`src/rtl/System_Pkg.sv`:
```
// Shared codebase types: the global clock/reset bundle, issue width and
// the occupancy encoding used by pipeline skid registers.
package System_Pkg;

    typedef struct packed {
        logic Clk;
        logic Rst;
    } Global;

    localparam int ISSUE_LANES = 2;

    typedef enum logic [1:0] {
        OCC_EMPTY = 2'd0,
        OCC_HALF  = 2'd1,
        OCC_FULL  = 2'd2
    } occ_e;

endpackage

```
`src/rtl/pipe_skid_reg.sv`:
```
// Two-entry skid pipeline register: a main entry drives the outputs and a
// skid entry absorbs one packet of backpressure so In_Ready is a pure flop.
module pipe_skid_reg
    import System_Pkg::*;
#(
    parameter int              WIDTH     = 32,
    parameter int              LANES     = ISSUE_LANES,
    parameter logic [WIDTH-1:0] RESET_VAL = WIDTH'(32'h3000)
) (
    input  Global                         System,
    input  logic                          Flush,
    input  logic                          In_Valid,
    output logic                          In_Ready,
    input  logic [LANES-1:0]              In_Mask,
    input  logic [LANES-1:0][WIDTH-1:0]   In_Data,
    output logic                          Out_Valid,
    input  logic                          Out_Ready,
    output logic [LANES-1:0]              Out_Mask,
    output logic [LANES-1:0][WIDTH-1:0]   Out_Data
);

    occ_e                         occ_q, occ_d;
    logic                         in_ready_q, in_ready_d;
    logic                         out_valid_q, out_valid_d;
    logic [LANES-1:0]             main_mask_q, main_mask_d;
    logic [LANES-1:0]             skid_mask_q, skid_mask_d;
    logic [LANES-1:0][WIDTH-1:0]  main_data_q, main_data_d;
    logic [LANES-1:0][WIDTH-1:0]  skid_data_q, skid_data_d;
    logic                         up_xfer;
    logic                         down_xfer;

    assign up_xfer   = In_Valid && in_ready_q;
    assign down_xfer = out_valid_q && Out_Ready;

    always_comb begin
        occ_d       = occ_q;
        main_mask_d = main_mask_q;
        main_data_d = main_data_q;
        skid_mask_d = skid_mask_q;
        skid_data_d = skid_data_q;

        case (occ_q)
            OCC_EMPTY: begin
                if (up_xfer) begin
                    main_mask_d = In_Mask;
                    main_data_d = In_Data;
                    occ_d       = OCC_HALF;
                end
            end
            OCC_HALF: begin
                if (up_xfer && down_xfer) begin
                    main_mask_d = In_Mask;
                    main_data_d = In_Data;
                end else if (up_xfer) begin
                    skid_mask_d = In_Mask;
                    skid_data_d = In_Data;
                    occ_d       = OCC_FULL;
                end else if (down_xfer) begin
                    occ_d = OCC_EMPTY;
                end
            end
            OCC_FULL: begin
                if (down_xfer) begin
                    main_mask_d = skid_mask_q;
                    main_data_d = skid_data_q;
                    occ_d       = OCC_HALF;
                end
            end
            default: occ_d = OCC_EMPTY;
        endcase

        // Flush only drops the valid state; payload registers may hold stale data.
        if (Flush) begin
            occ_d = OCC_EMPTY;
        end

        in_ready_d  = (occ_d != OCC_FULL);
        out_valid_d = (occ_d != OCC_EMPTY);
    end

    always_ff @(posedge System.Clk) begin
        if (System.Rst) begin
            occ_q       <= OCC_EMPTY;
            in_ready_q  <= 1'b1;
            out_valid_q <= 1'b0;
            main_mask_q <= '0;
            skid_mask_q <= '0;
            main_data_q <= {LANES{RESET_VAL}};
            skid_data_q <= {LANES{RESET_VAL}};
        end else begin
            occ_q       <= occ_d;
            in_ready_q  <= in_ready_d;
            out_valid_q <= out_valid_d;
            main_mask_q <= main_mask_d;
            skid_mask_q <= skid_mask_d;
            main_data_q <= main_data_d;
            skid_data_q <= skid_data_d;
        end
    end

    assign In_Ready  = in_ready_q;
    assign Out_Valid = out_valid_q;
    assign Out_Mask  = main_mask_q;
    assign Out_Data  = main_data_q;

endmodule

```
`config.mk`:
```
export PLATFORM = sky130hd
export DESIGN_NAME = pipe_skid_reg
export DESIGN_NICKNAME = d
export VERILOG_FILES = /design/src/rtl/System_Pkg.sv /design/src/rtl/pipe_skid_reg.sv
export SDC_FILE = /design/constraint.sdc
export NUM_CORES = 1
export LEC_CHECK = 0
export BUFFER_PORTS_ARGS = -buffer_cell sky130_fd_sc_hd__buf_4
export CAP_MARGIN = 5
export CORE_AREA = 2 2 122 124
export DETAILED_ROUTE_END_ITERATION = 6
export DIE_AREA = 0 0 124 126
export GPL_TIMING_DRIVEN = 0
export REMOVE_ABC_BUFFERS = 1
export SETUP_SLACK_MARGIN = 0.02
export SLEW_MARGIN = 10
export SYNTH_ARGS = -nofsm -noshare
export SYNTH_HDL_FRONTEND = slang
export SYNTH_SLANG_ARGS = --single-unit
```
`constraint.sdc`:
```
create_clock -name System -period 2.8 [get_ports System]
set_input_delay 0.7 -clock System [delete_from_list [all_inputs] [get_ports System]]
set_output_delay 0.7 -clock System [all_outputs]
set_load 0.01 [all_outputs]
```
==> summary.txt, run 1 <==
status = finished, final reports clean
Worst Path Arrival = 2.92 ns
Slew Limit Fails = 0
Post-Route WL = 16.7 mm
DR DRC count = 0
IO Port Bufs = 137
Leakage = 3.19 nW
Critical Path RT = 3.12 ns
cell breakdown of the critical path = nand2b_4 -> buf_16 -> o2bb2ai_4 -> buf_16 -> buf_16 -> or2_4 -> buf_16 -> a311oi_1
CP top delay family = buffers and inverters
Worst setup EP type = flop
sequential element share of the synthesized area = 48.5%
first-pass GRT wire length = 26.3 mm
Most Frequent Cell on Critical Path = buf_16
DR vias = 5,492
Die H = 126 um
met2 Use GR = 32.1%
post-route clock skew = 0.00509 ns
DP HPWL = 9.27 mm
Max-slew headroom = 36.1%
GR Overflow Total = 0
CTS tree = yes
Buf/Inv on CP = 4
Seq cells post-synth = 136
Total GRT Usage = 22.9%
Slew @ Worst Pin = 0.953 ns
Synth Cell Area = 5620 um2
post-route design area = 8080 um2
Final ANT Viol Nets = 0
top-area cell type share of the netlist area = 48.5%
CORE AREA = 14,300 um2
grt met1 use = 21.6%
Hold Buf Count CTS = 0
clock latency at the later pin of the worst-skew pair = 0.41 ns
Worst setup SP type = flop
Final Util = 56.4%
syn_area_per_cell = 8.21 um2
diode count = 0
main flop type after synthesis = dfxtp_1
NumNets Final = 879
Initial Util = 39.2%
post-synthesis async set-or-reset flop share = 0%
die area = 15,600 um2
WS Path Type = reg2reg
largest area contributor in the netlist = dfxtp_1
max incr delay on CP = 0.53 ns
DIE WIDTH = 124 um
vias in the first global route = 6,224
routed vias/inst = 5.41
most common cell in the netlist = nand2_1
Hold WC Path Type = clk2reg
Cell Rows = 44
largest net degree at the start of global routing = 69
Pwr per Cell Area = 1250 nW/um2
cell count after synthesis = 684
setup violators final = 0
most frequent cells after synthesis = nand2_1 (261), dfxtp_1 (136), a21oi_1 (67), nor3_1 (62), clkbuf_1 (46)
DP Area = 6880 um2
Cell variety after synth = 28
GRT busiest layer = met2
Synth Warn # = 0
Peak VDD IR = 0.000632 V
gpl congestion = 0.750
initial antenna violation count = 0
EDFF count, synth = 0
Fin. Hold Viols = 0
RSZ-0062 raised after global routing = no
minimum clock period = 2.60 ns
Final period util = 92.9%
Fmax achieved = 384 MHz
maxcap violations = 0
WL/cell = 16.4 um
largest fanout on the critical path = 68
top cells by area, synth = dfxtp_1 (48%), nand2_1 (17%), a311oi_2 (9.6%), a21oi_1 (6.0%), nor3_1 (5.5%)
Area Growth Syn to Fin = 43.8%
fraction of layout cells with a size suffix above 1 = 30.3%
total iterations of the first detailed-routing run = 7
total negative slack = 0 ns
CP max stage cell = dfxtp_1
Tot Pwr = 10.1 mW
pre-CTS WS = -0.413 ns
post-route setup slack = 0.198 ns
met3 Use GR = 16.5%
drt initial violations = 363
Ports = 139
Reg clk slew, reported paths = 0.06 ns
[power breakdown]
part / internal, mW / leakage, nW / switching, mW
logic: 0.853 / 1.29 / 1.18
clock network: 3.09 / 0.789 / 2.11
registers: 2.54 / 1.11 / 0.316
[layout make-up]
class,count,area [um2]
clock buffer,45,996
clock inverter,18,174
fill,1291,6240
inverter,1,3.75
multi-input combinational,483,2680
sequential,136,2720
tap,184,230
timing repair buffer,149,1270
[worst reg2reg max path: cells and delay by family (launching register included)]
| family | cells | cell delay (ns) |
|---|---|---|
| AO/OA/AOI/OAI | 2 | 0.40 |
| buffers and inverters | 4 | 0.92 |
| flip-flops | 1 | 0.53 |
| AND/OR/NAND/NOR | 2 | 0.66 |
[per-stage QoR]
| stage | hold slack (ns) | std cells |
|---|---|---|
| 2_1_floorplan | 0.0679 | 619 |
| 3_3_place_gp | 0.0679 | 940 |
| 3_5_place_dp | 0.0679 | 951 |
| 4_1_cts | 0.0965 | 1016 |
| 5_1_grt | 0.102 | 1016 |
| 6_report | 0.0894 | 1016 |
[path summary, 6_finish.rpt]
check	start	endpoint	slack, ns	cells after the start
worst max register to register	occ_q[0]$_SDFF_PP0_	Out_Data[27]$_SDFFE_PP0P_	0.20	8
worst min-delay path	System[0]	Out_Data[47]$_SDFFE_PP0P_	0.09	3
worst min register to register	skid_data_q[60]$_SDFFE_PP0P_	skid_data_q[60]$_SDFFE_PP0P_	0.45	2
worst max-delay path	occ_q[0]$_SDFF_PP0_	Out_Data[27]$_SDFFE_PP0P_	0.20	8
[metal layers]
layer / up-vias / share of wire, % / wire length, um
li1: 2632 / - / -
met2: 209 / 50 / 8300
met5: - / 0 / 0
met4: 0 / 1.4 / 240
met1: 2629 / 41 / 6770
met3: 22 / 8.2 / 1370
[cell families after synthesis]
kind of cell | after synthesis | share of synthesized area, %
AND/OR/NAND/NOR | 346 | 25.7
AO/OA/AOI/OAI | 136 | 20.7
flip-flops | 136 | 48.5
buffers and inverters | 66 | 5.10
[state kept, by name, summed over array words and instances (netlist names)]
signal,flops
In_Ready,1
skid_mask_q,2
Out_Data,64
Out_Mask,2
Out_Valid,1
occ_q,2
skid_data_q,64
[repair_timing]
| item | 4_1_cts | 5_1_grt |
|---|---|---|
| gates resized for setup | 0 | 0 |
| setup endpoints to repair | 54 | 0 |
| hold endpoints to repair | 0 | 0 |
| buffers inserted | 1 | 0 |
[placed cells by master, fill, tap and decap left out]
cell	count
a211oi_1	4
a21oi_1	67
a311oi_1	26
a311oi_2	36
and2_1	4
and3_1	1
and3_4	1
and3b_1	1
buf_12	3
buf_16	5
buf_4	138
buf_6	1
buf_8	2
bufinv_16	1
clkbuf_1	4
clkbuf_16	37
clkbuf_8	4
clkinv_2	3
clkinv_4	2
clkinvlp_4	3
dfxtp_1	136
inv_1	1
inv_6	5
inv_8	4
nand2_1	261
nand2b_4	1
nand3_1	1
nand3_4	1
nand3b_1	4
nor2_1	1
nor2b_4	1
nor3_1	62
nor3_4	1
nor3b_1	1
nor4_1	4
o21a_1	1
o2bb2ai_2	1
o2bb2ai_4	1
o31a_1	1
or2_4	1
Note: power is estimated with default switching activity, not from simulation.
==> run 2: changes to the inputs <==
clock period = 3.1 ns   (was 2.8 ns; I/O delays follow)
==> run 2 against run 1 <==
Net effect:
- the flow now finishes with violations (design-rule violations)
- fmax decreased by 8.6%
- sequential share of layout area about the same
- worst hold slack hardly changed
- via count increased by 0.16%
- cell area is essentially flat
- clock skew about the same
- combinational power fell by 9.9%
- core utilization decreased by 0.052 points
- first-iteration DRC count is 11% lower
- critical path depth unchanged
- non-clock buffer count decreased by 1
- sequential cell count stayed put
- critical path type unchanged
==> summary.txt, run 2 (same netlist as run 1, synthesis figures left out) <==
status = finished with violations
failing checks = design-rule violations
WS Path Type = reg2reg
Max-slew headroom = 40.0% (+3.9 points)
clock latency at the later pin of the worst-skew pair = 0.41 ns (about the same)
Slew @ Worst Pin = 0.894 ns (-0.0587 ns)
max incr delay on CP = 0.52 ns (about the same)
DIE WIDTH = 124 um (unchanged)
Final Util = 56.4% (about the same)
HP Start = System[0]
DP HPWL = 9.27 mm (unchanged)
maxcap violations = 0 (unchanged)
post-route clock skew = 0.00507 ns (-0.0000172 ns)
Worst setup SP type = flop
r2r startpoint = occ_q[1]$_SDFF_PP0_
Slew Limit Fails = 0 (unchanged)
Most Frequent Cell on Critical Path = buf_16
Worst Path Arrival = 3.12 ns (+0.20 ns)
Hold WC Path Type = clk2reg
first-pass GRT wire length = 25.7 mm (-2.2%)
largest net degree at the start of global routing = 68 (-1.4%)
Leakage = 3.19 nW (-0.15%)
Hold Buf Count CTS = 0 (unchanged)
Reg clk slew, reported paths = 0.06 ns (about the same)
worst setup path startpoint = occ_q[1]$_SDFF_PP0_
Critical Path RT = 3.37 ns (+0.25 ns)
CP top delay family = buffers and inverters
placed insts = 951 (unchanged)
CP max stage cell = dfxtp_1
vias in the first global route = 6,185 (-0.63%)
Die H = 126 um (unchanged)
minimum clock period = 2.85 ns (+0.245 ns)
Tot Pwr = 9.12 mW (-9.7%)
CTS tree = yes
IO Port Bufs = 137 (unchanged)
GR Overflow Total = 0 (unchanged)
Final ANT Viol Nets = 0 (unchanged)
Fmax achieved = 351 MHz (-8.6%)
largest fanout on the critical path = 68 (unchanged)
commonest non-fill, non-tap cell in the layout = nand2_1
setup violators final = 0 (unchanged)
drt initial violations = 324 (-11%)
RSZ-0062 raised after global routing = no
Peak VDD IR = 0.000572 V (-9.5%)
Total GRT Usage = 22.2% (-0.64 points)
fraction of layout cells with a size suffix above 1 = 30.2% (-0.084 points)
Ports = 139 (unchanged)
diode count = 0 (unchanged)
cell breakdown of the critical path = nand2b_4 -> buf_16 -> o2bb2ai_4 -> buf_16 -> buf_16 -> or2_4 -> buf_16 -> a311oi_2
Worst setup EP type = flop
Finished Layout Cells = 1,015 (-0.098%)
WL/cell = 16.4 um (-0.22%)
CORE AREA = 14,300 um2 (unchanged)
DR vias = 5,501 (+0.16%)
setup bufs post-CTS = 0 (-1)
DR DRC count = 4 (+4)
initial antenna violation count = 0 (unchanged)
Post-Route WL = 16.6 mm (-0.32%)
Cell Rows = 44 (unchanged)
CTS resizes = 0 (unchanged)
Area Growth Syn to Fin = 43.7% (about the same)
Initial Util = 39.2% (unchanged)
NumNets Final = 878 (-0.11%)
routed vias/inst = 5.42 (+0.26%)
Fin. Hold Viols = 0 (unchanged)
Pwr per Cell Area = 1130 nW/um2 (-9.6%)
Buf/Inv on CP = 4 (unchanged)
most frequent cells in the layout = nand2_1 (261), buf_4 (137), dfxtp_1 (136)
die area = 15,600 um2 (unchanged)
total iterations of the first detailed-routing run = 7 (unchanged)
Final period util = 91.9% (-1.1 points)
gpl congestion = 0.750 (unchanged)
[run 2: cell types whose count changed in the layout (fill, tap and decap cells not counted), sizes merged]
cell / delta
buf: -1
[run 2: per-layer routing]
layer  share of wire [%]  vias up  track usage, %
met1                  40     2637            20.7
met4                 1.6        0            21.2
met2                  50      202            30.9
met5                   0        -               0
li1                    -     2636               -
met3                 8.6       26            16.5
[run 2: power breakdown]
part	internal [mW]	switching, mW	total [mW]
Sequential	2.29	0.284	2.58
Clock	2.79	1.92	4.71
Combinational	0.766	1.06	1.83
[run 2: final timing paths]
kind	endpoint	slack, ns	cells after the start
min reg2reg	skid_data_q[60]$_SDFFE_PP0P_	0.45	2
min	Out_Data[47]$_SDFFE_PP0P_	0.09	3
max reg2reg	Out_Data[60]$_SDFFE_PP0P_	0.25	8
max	Out_Data[60]$_SDFFE_PP0P_	0.25	8
[run 2: final cells by class]
type / instances / area (um2)
clock buffer: 45 / 996
timing repair buffer: 148 / 1270
fill: 1291 / 6240
multi-input combinational: 483 / 2680
inverter: 1 / 3.75
tap: 184 / 230
clock inverter: 18 / 174
sequential: 136 / 2720
[run 2: per-stage QoR]
| stage | setup TNS (ns) | setup slack (ns) | instance area [um2] | hold WS (ns) |
|---|---|---|---|---|
| finish | 0 | 0.252 | 8070 | 0.0898 |
| global route | 0 | 0.0761 | 8070 | 0.102 |
| CTS | 0 | 0.0246 | 8050 | 0.0965 |
| detailed placement | -6.95 | -0.188 | 6880 | 0.0679 |
| global placement | -411.60 | -5.38 | 6590 | 0.0679 |
| floorplan | -134.19 | -2.05 | 5330 | 0.0679 |
[run 2: worst reg2reg max path, delay by kind of cell, from the launching register on]
family	cells	cell delay [ns]
DFF	1	0.52
AOI/OAI and AO/OA	2	0.67
buffers and inverters	4	0.96
and+or+nand+nor	2	0.57
==> run 3: changes to the inputs <==
CORE_AREA = 2 2 103 105   (was 2 2 122 124)
DIE_AREA = 0 0 105 107   (was 0 0 124 126)
PLACE_DENSITY = 0.83   (was default)
==> run 3 against run 2 <==
Net effect:
- the run now ends clean
- sequential share of layout area increased by 0.10 points
- non-clock buffer count shrank 2
- clock skew grew 0.0087 ns
- first-iteration DRC count up 19%
==> summary.txt, run 3 (same netlist as run 1, synthesis figures left out) <==
sequential power share = 27.5% (-0.8 points)
routed vias/inst = 6.00 (+11%)
status = finished, final reports clean
first-pass GRT wire length = 27.0 mm (+5.1%)
Reg clk slew, reported paths = 0.06 ns (about the same)
Leakage = 3.22 nW (+0.81%)
post-route clock skew = 0.0138 ns (+0.00869 ns)
DR vias = 5,824 (+5.9%)
Final ANT Viol Nets = 0 (unchanged)
minimum clock period = 2.88 ns (+0.0295 ns)
DIE WIDTH = 105 um (-15%)
Sw Pwr = 3.47 mW (+6.5%)
Cell Rows = 37 (-16%)
maxcap violations = 0 (unchanged)
worst hold endpoint = skid_data_q[20]$_SDFFE_PP0P_
Finished Layout Cells = 970 (-4.4%)
Slew Limit Fails = 0 (unchanged)
diode count = 0 (unchanged)
Area Growth Syn to Fin = 43.3%
Initial Util = 55.6% (+16 points)
Total GRT Usage = 31.5% (+9.3 points)
Final period util = 92.8% (+0.95 points)
placed insts = 901 (-5.3%)
largest fanout on the critical path = 43 (-37%)
post-route design area = 8050 um2 (-0.29%)
IO Port Bufs = 137 (unchanged)
part of the power in the clock network = 53.3% (+1.6 points)
NumNets Final = 876 (-0.23%)
Int Pwr = 6.00 mW (+2.5%)
Hold Path Cell Cnt = 3 (unchanged)
WL/cell = 18.1 um (+10%)
Fmax achieved = 348 MHz (-1.0%)
RSZ-0062 raised after global routing = no
Peak VDD IR = 0.000683 V (+19%)
Reg2Reg Setup Slack = 0.22 ns (-0.03 ns)
setup violators final = 0 (unchanged)
die area = 11,200 um2 (-28%)
Hold Buf Count CTS = 0 (unchanged)
Slew @ Worst Pin = 1.02 ns (+0.127 ns)
Worst R2R Path Depth = 6 (-2)
largest net degree at the start of global routing = 69 (+1.5%)
commonest non-fill, non-tap cell in the layout = nand2_1
Worst setup SP type = flop
DP Area = 6790 um2 (-1.3%)
DR DRC count = 0 (-4)
DP HPWL = 9.17 mm (-1.1%)
CTS tree = yes
Tot Pwr = 9.48 mW (+4.0%)
Worst setup EP type = flop
WHS = 0.0663 ns (-0.0235 ns)
Post-Route WL = 17.5 mm (+5.3%)
WS Path Type = reg2reg
max incr delay on CP = 0.62 ns (+0.10 ns)
drt initial violations = 387 (+19%)
Hold WC Path Type = clk2reg
HP Start = System[0]
Max-slew headroom = 31.7% (-8.4 points)
vias in the first global route = 6,634 (+7.3%)
initial antenna violation count = 0 (unchanged)
total iterations of the first detailed-routing run = 7 (unchanged)
Net Sw Frac = 36.7% (+0.87 points)
gpl congestion = 0.765 (+2.0%)
CORE AREA = 10,100 um2 (-29%)
cell breakdown of the critical path = nand2b_4 -> o2bb2ai_4 -> buf_16 -> or2_4 -> buf_16 -> a311oi_2
clock latency at the later pin of the worst-skew pair = 0.53 ns (+0.12 ns)
Die H = 107 um (-15%)
Ports = 139 (unchanged)
GR Overflow Total = 0 (unchanged)
r2r startpoint = occ_q[1]$_SDFF_PP0_
fraction of layout cells with a size suffix above 1 = 30.2% (about the same)
Critical R2R Capture = Out_Data[58]$_SDFFE_PP0P_
setup bufs post-CTS = 0 (unchanged)
CTS resizes = 0 (unchanged)
CP max stage cell = dfxtp_1
Comb pwr share = 19.3% (-0.7 points)
Worst Path Arrival = 3.26 ns (+0.14 ns)
most frequent cells in the layout = nand2_1 (261), buf_4 (137), dfxtp_1 (136)
Pwr per Cell Area = 1180 nW/um2 (+4.3%)
Fin. Hold Viols = 0 (unchanged)
Critical Path RT = 3.49 ns (+0.12 ns)
Most Frequent Cell on Critical Path = buf_16
==> run 3: cell types whose count changed in the layout (fill, tap and decap cells not counted), moves of 3 or more <==
cell        change
clkbuf_16       -5
bufinv_16       +3
inv_12          +5
clkbuf_8        +3
clkinvlp_4      -3
==> run 3: worst max path at each step <==
stage	from	endpoint	slack, ns	depth (start not counted)
after global placement	occ_q[0]$_SDFF_PP0_	Out_Data[36]$_SDFFE_PP0P_	-4.86	4
after detailed placement	Out_Ready	Out_Data[6]$_SDFFE_PP0P_	-0.009	6
after CTS	occ_q[0]$_SDFF_PP0_	Out_Data[17]$_SDFFE_PP0P_	0.10	6
after global routing	occ_q[1]$_SDFF_PP0_	Out_Data[27]$_SDFFE_PP0P_	0.15	6
final	occ_q[1]$_SDFF_PP0_	Out_Data[58]$_SDFFE_PP0P_	0.22	6
after floorplan	occ_q[0]$_SDFF_PP0_	Out_Data[0]$_SDFFE_PP0P_	-2.05	4
==> run 3: routing by layer <==
| layer | vias up | global-route usage [%] | part of all wire [%] |
|---|---|---|---|
| met2 | 348 | 44.2 | 51 |
| met5 | - | 0 | 0 |
| met4 | 0 | 35.2 | 3.3 |
| met1 | 2761 | 28.4 | 37 |
| met3 | 69 | 21.5 | 8.8 |
| li1 | 2646 | - | - |
==> run 3: metrics by stage <==
stage / setup TNS, ns / setup WS (ns) / utilization [%]
finish: 0 / 0.223 / 79.7
global route: 0 / 0.146 / 79.7
global placement: -361.09 / -4.86 / 64.7
floorplan: -134.19 / -2.05 / -
CTS: 0 / 0.104 / 79.6
detailed placement: -0.133 / -0.00918 / 67.3
==> run 3: power by group through the flow <==
stage               combinational, mW  sequential, mW  clock, mW
floorplan                       0.700            2.71      0.611
global placement                 1.64            2.58      0.616
detailed placement               1.79            2.62      0.608
CTS                              1.82            2.59       5.12
global route                     1.95            2.65       5.33
finish                           1.82            2.60       5.05
==> run 3: cell type report <==
class / instances / area, um2
sequential: 136 / 2720
multi-input combinational: 483 / 2670
clock buffer: 45 / 920
tap: 136 / 170
inverter: 1 / 3.75
timing repair buffer: 146 / 1240
clock inverter: 23 / 323
fill: 633 / 2050
==> run 3: critical path, delay by kind of cell (launching register included) <==
family / cells / cell delay (ns)
AOI/OAI and AO/OA: 2 / 0.74
and+or+nand+nor: 2 / 0.81
buffers and inverters: 2 / 0.54
DFF: 1 / 0.62
